### config.mk
export PLATFORM = sky130hd
export DESIGN_NAME = fetch_unit
export DESIGN_NICKNAME = d
export VERILOG_FILES = /design/src/rtl/fetch_unit.sv
export SDC_FILE = /design/constraint.sdc
export NUM_CORES = 1
export LEC_CHECK = 0
export CAP_MARGIN = 30
export CELL_PAD_IN_SITES_DETAIL_PLACEMENT = 2
export CELL_PAD_IN_SITES_GLOBAL_PLACEMENT = 2
export CORE_AREA = 2 2 196 198
export CTS_BUF_LIST = sky130_fd_sc_hd__clkbuf_8
export CTS_CLUSTER_SIZE = 14
export DETAILED_ROUTE_END_ITERATION = 8
export DIE_AREA = 0 0 198 200
export PLACE_DENSITY_LB_ADDON = 0.1
export SLEW_MARGIN = 10
export SYNTH_ARGS = -nofsm -noshare
export SYNTH_HDL_FRONTEND = slang
export SYNTH_SLANG_ARGS = --single-unit
### constraint.sdc
create_clock -name clk -period 3.95 [get_ports clk]
set_clock_uncertainty 0.15 [all_clocks]
set_input_delay 0.79 -clock clk [delete_from_list [all_inputs] [get_ports clk]]
set_output_delay 0.79 -clock clk [all_outputs]
set_load 0.005 [all_outputs]
### src/rtl/fetch_unit.sv
// ----------------------------------------------------------------------------
// fetch_unit
// Instruction-fetch front end: issues word-aligned fetch requests on a
// valid/ready memory port, tracks in-flight requests with a PC-tag FIFO,
// buffers returned instructions with their PCs, and flushes on redirect.
// Optional feature macro: FETCH_MISALIGN_CHECK_EN (misaligned-redirect halt).
// Revision: 1.0 - initial release
// ----------------------------------------------------------------------------
`default_nettype none

module fetch_unit #(
    parameter int              XLEN     = 32,
    parameter int              DEPTH    = 4,
    parameter logic [XLEN-1:0] RESET_PC = '0
) (
    input  logic            clk,
    input  logic            reset,
    output logic            imem_req_valid,
    input  logic            imem_req_ready,
    output logic [XLEN-1:0] imem_req_addr,
    input  logic            imem_rsp_valid,
    input  logic [31:0]     imem_rsp_data,
    input  logic            redirect_valid,
    input  logic [XLEN-1:0] redirect_pc,
    output logic            inst_valid,
    input  logic            inst_ready,
    output logic [31:0]     inst_data,
    output logic [XLEN-1:0] inst_pc,
    output logic            misalign_err
);

    localparam int             CW      = $clog2(DEPTH) + 1;
    localparam int             PW      = $clog2(DEPTH);
    localparam logic [CW:0]    DEPTH_C = (CW+1)'(DEPTH);

    logic [XLEN-1:0] fetch_pc;
    logic [CW-1:0]   count;
    logic [CW-1:0]   outstanding;
    logic [CW-1:0]   discard;
    logic [PW-1:0]   rd_ptr;
    logic [PW-1:0]   wr_ptr;
    logic [PW-1:0]   tag_rd;
    logic [PW-1:0]   tag_wr;
    logic            halted;

    logic [XLEN-1:0] pc_mem   [DEPTH];
    logic [31:0]     data_mem [DEPTH];
    logic [XLEN-1:0] tag_mem  [DEPTH];

    logic            req_fire;
    logic            rsp_fire;
    logic            push;
    logic            pop;
    logic [CW:0]     credit_used;
    logic [CW-1:0]   outstanding_nxt;
    logic [XLEN-1:0] target;
    logic            bad_align;

    // Buffered plus in-flight entries may never exceed the FIFO size, so a
    // returning response always finds a free slot.
    assign credit_used    = {1'b0, count} + {1'b0, outstanding};
    assign imem_req_valid = reset && !halted && (credit_used < DEPTH_C);
    assign imem_req_addr  = fetch_pc;

    assign req_fire = imem_req_valid && imem_req_ready;
    // A response with nothing outstanding is a protocol violation; ignore it.
    assign rsp_fire = imem_rsp_valid && (outstanding != '0);
    // Responses are dropped while stale ones remain, and in a redirect cycle.
    assign push     = rsp_fire && (discard == '0) && !redirect_valid;
    assign pop      = inst_valid && inst_ready;

    assign inst_valid = (count != '0);
    assign inst_data  = inst_valid ? data_mem[rd_ptr] : '0;
    assign inst_pc    = inst_valid ? pc_mem[rd_ptr]   : '0;
    assign misalign_err = halted;

    assign outstanding_nxt = outstanding + CW'(req_fire) - CW'(rsp_fire);
    assign target          = {redirect_pc[XLEN-1:2], 2'b00};

`ifdef FETCH_MISALIGN_CHECK_EN
    assign bad_align = redirect_valid && (redirect_pc[1:0] != 2'b00);
`else
    logic unused_redirect_lsbs;
    assign unused_redirect_lsbs = ^redirect_pc[1:0];
    assign bad_align = 1'b0;
`endif

    // Sequencer state: fetch PC, credit counters, FIFO and tag pointers
    always_ff @(posedge clk or negedge reset) begin
        if (!reset) begin
            fetch_pc    <= RESET_PC;
            count       <= '0;
            outstanding <= '0;
            discard     <= '0;
            rd_ptr      <= '0;
            wr_ptr      <= '0;
            tag_rd      <= '0;
            tag_wr      <= '0;
            halted      <= 1'b0;
        end else begin
            outstanding <= outstanding_nxt;
            if (req_fire) tag_wr <= tag_wr + PW'(1);
            if (rsp_fire) tag_rd <= tag_rd + PW'(1);
            if (pop)      rd_ptr <= rd_ptr + PW'(1);
            if (push)     wr_ptr <= wr_ptr + PW'(1);
            if (redirect_valid) begin
                // Everything still in flight after this cycle is old-path.
                fetch_pc <= target;
                count    <= '0;
                rd_ptr   <= '0;
                wr_ptr   <= '0;
                discard  <= outstanding_nxt;
                if (bad_align) halted <= 1'b1;
            end else begin
                if (req_fire) fetch_pc <= fetch_pc + XLEN'(4);
                count <= count + CW'(push) - CW'(pop);
                if (rsp_fire && (discard != '0)) discard <= discard - CW'(1);
            end
        end
    end

    // Tag and instruction storage; contents are qualified by the pointers
    always_ff @(posedge clk) begin
        if (req_fire) tag_mem[tag_wr] <= fetch_pc;
        if (push) begin
            pc_mem[wr_ptr]   <= tag_mem[tag_rd];
            data_mem[wr_ptr] <= imem_rsp_data;
        end
    end

    // Responses must always match an outstanding request
    always_ff @(posedge clk) begin
        if (reset && imem_rsp_valid) assert (outstanding != '0);
    end

endmodule

`default_nettype wire

==> metrics.txt <==
fin crit share=0.976; Syn-to-layout area delta=22.2%; DRT Pass-1 Iters=5; vias in the first global route=10,200; Yosys top cell by area=edfxtp_1; post-placement cell area=18,900 um^2; Vias=9,022; Finish-stage setup viols=0; worst endpoint required time=3.01 ns; TritonCTS Buffers=70; Leakage=6.70 nW; fraction of registers with async set/reset=0.113; RR Startpoint=outstanding[1]; min Tclk post-route=3.86 ns; Max IR drop VDD=0.000230 V; Slew Limit Headroom=0.470; Worst setup SP type=primary input; Most used DFF post-synth=edfxtp_1; dpl hpwl=27.1 mm; worst hold path startpoint=discard[0]; post-synth cell types=41; Final Cell Area=20,300 um^2; largest net degree at the start of global routing=63; Core Footprint=37,400 um^2; latest clock arrival within the worst-skew pair=0.60 ns; routed wire length=42.3 mm; min-delay worst type=reg -> reg; global-route wire length before repair=64.4 mm; Avg Inst Size Synth=18.8 um^2; clk slew on worst S/H paths=0.06 ns; Yosys warning count=0; layout cells sized above 1=0.190; Worst Path Max Fanout=12; Slew Limit Fails=0; Area contributors post-synth=edfxtp_1 (67%), mux4_2 (12%), dfrtp_1 (7.1%), and2_1 (2.7%), ha_1 (1.3%); RSZ-0062 raised after global routing=no; R2R Setup Slk=0.78 ns; Die ar.=39,600 um^2; post-synthesis cell count=884; Root Driver=clkbuf_8; drt first-iter violations=470; Initial Util=0.444; Final ANT Viol Nets=0; mapped cell area=16,600 um^2; Final #Nets=1,186; total gr overflow=0; WHS Endpoint=discard[0]; PwrDens=629 nW/um^2; htree depth=3; TNS Setup=0 ns; CTS tree=done; antenna violations before repair=4; r2r worst-path depth=12; Hold Path Depth=2; Fmax achieved=259 MHz; endpoints failing hold=0; status=finished clean; Max clock buf depth=3; Via density=5.43; Post-synth EDFFs=368; Least-Margin Pin Slew=0.795 ns; RePlAce Congestion=0.801; #FFs+latches synth=415; WS Path Type=in -> out; max-cap viol count=0; DIE WIDTH=198 um; Critical Path Sink Type=primary output; # DRC=0; # IOs=169; DR WL/cell=25.5 um; # clock sinks=415; post-synth top area share=0.666; die height=200 um; PortBufs=161; worst hold slack=0.447 ns; WP data arrival=2.92 ns; Seq/Total Area, Yosys=0.736; R2R Path End=count[2]; Rows=71; GRT Resource Usage Total=0.223
## cell type report
cell class              instances  area, um^2
repair buffers                187        1910
inverters                      20        75.1
clock buffers                  77        1060
fillers                      3289       17100
flip-flops and latches        415       12200
well taps                     511         639
diodes                          1        2.50
multi-input cells             403        4110
clock inverters                49         263
## sequential cells by signal, indices dropped and copies added, names as in the netlist
signal         cells
data_mem         128
outstanding        3
tag_mem          120
count              3
tag_wr             2
rd_ptr             2
wr_ptr             2
imem_req_addr     30
pc_mem           120
tag_rd             2
discard            3
## worst max-delay path, cell delays in order
cell             delay (ns)
dlygate4sd3_1          0.51
buf_2                  0.31
or4b_1                 0.60
nor2_1                 0.17
clkdlybuf4s50_1        0.52
## cell usage in the layout, fill, tap and decap left out, types with 3 or more instances in the layout
| cell type | synthesis | final |
|---|---|---|
| nor2_1 | 26 | 26 |
| nor2b_1 | 3 | 3 |
| dfrtp_2 | 0 | 3 |
| inv_1 | 19 | 43 |
| ha_1 | 17 | 17 |
| mux2i_1 | 3 | 3 |
| xor2_1 | 6 | 6 |
| and4_1 | 5 | 5 |
| nand3_1 | 13 | 13 |
| or3_1 | 9 | 8 |
| a31oi_1 | 21 | 21 |
| buf_4 | 5 | 17 |
| nor4_1 | 7 | 7 |
| nand2_1 | 21 | 21 |
| clkinv_1 | 1 | 14 |
| and3_1 | 11 | 7 |
| o31ai_1 | 12 | 12 |
| clkbuf_8 | 0 | 77 |
| conb_1 | 1 | 5 |
| dfrtp_1 | 47 | 43 |
| clkinvlp_4 | 0 | 4 |
| or4_1 | 12 | 12 |
| mux4_2 | 92 | 92 |
| xnor2_1 | 12 | 12 |
| clkinv_2 | 0 | 5 |
| edfxtp_1 | 368 | 368 |
| and3_2 | 0 | 4 |
| nor3_1 | 4 | 4 |
| and2_1 | 71 | 71 |
| nand4_1 | 17 | 17 |
| o21ai_0 | 21 | 21 |
| buf_12 | 0 | 7 |
| clkdlybuf4s50_1 | 0 | 160 |
## cell usage after synthesis, drive strengths merged, types with 2 or more instances
library cell	count
a21oi	2
a31oi	21
and2	71
and3	11
and4	5
buf	21
clkbuf	29
dfrtp	47
edfxtp	368
fa	2
ha	17
inv	19
mux2i	3
mux4	92
nand2	21
nand3	13
nand4	17
nor2	26
nor2b	3
nor3	4
nor4	7
o21ai	21
o31ai	12
o32a	2
o41ai	2
or3	9
or4	13
xnor2	12
xor2	6
## per-stage QoR
step	worst slack [ns]	power, mW	utilization	instances
floorplan	0.463	7.48	-	888
global placement	0.468	9.04	0.506	1534
detailed placement	0.279	9.25	0.506	1534
CTS	0.0358	13.0	0.542	1661
global route	0.00781	13.5	0.543	1662
finish	0.0940	12.8	0.543	1663
## routing by layer
metal / vias to the layer above / track usage / part of all wire / routed length (um)
met5: - / 0 / 0.00076 / 32
met4: 4 / 0.0660 / 0.017 / 733
met3: 67 / 0.0430 / 0.045 / 1920
met2: 239 / 0.382 / 0.51 / 21800
met1: 4745 / 0.291 / 0.42 / 17900
li1: 3967 / - / - / -
## how the worst max path moves through the flow
stage / from / to / slack (ns) / cells past startpoint
after floorplan: imem_rsp_valid / data_mem[1][0] / 0.46 / 5
after global placement: imem_rsp_valid / count[2] / 0.47 / 13
after detailed placement: imem_rsp_valid / count[2] / 0.28 / 13
after CTS: rd_ptr[0] / inst_pc[30] / 0.04 / 4
after global routing: reset / imem_req_valid / 0.008 / 5
final: reset / imem_req_valid / 0.09 / 5
## timing repair
action,in CTS,in global routing
endpoints found under the setup margin,0,2
setup buffers,0,1
resized for setup,0,0
endpoints found under the hold margin,9,0
hold buffers,1,0
## report_power, final
group / internal [mW] / switching [mW]
Clock: 1.93 / 1.74
Sequential: 5.33 / 0.370
Combinational: 1.87 / 1.55
## kinds of logic after synthesis
logic type	Yosys count	synth area share
xor gates and xnor gates	18	0.00950
adders and majority gates	19	0.0152
DFF	415	0.736
and+or+nand+nor	203	0.0705
AOI/OAI and AO/OA	62	0.0234
muxes	96	0.127
buffers and inverters	70	0.0175
other	1	0.000226
(Power assumes the default switching activity.)
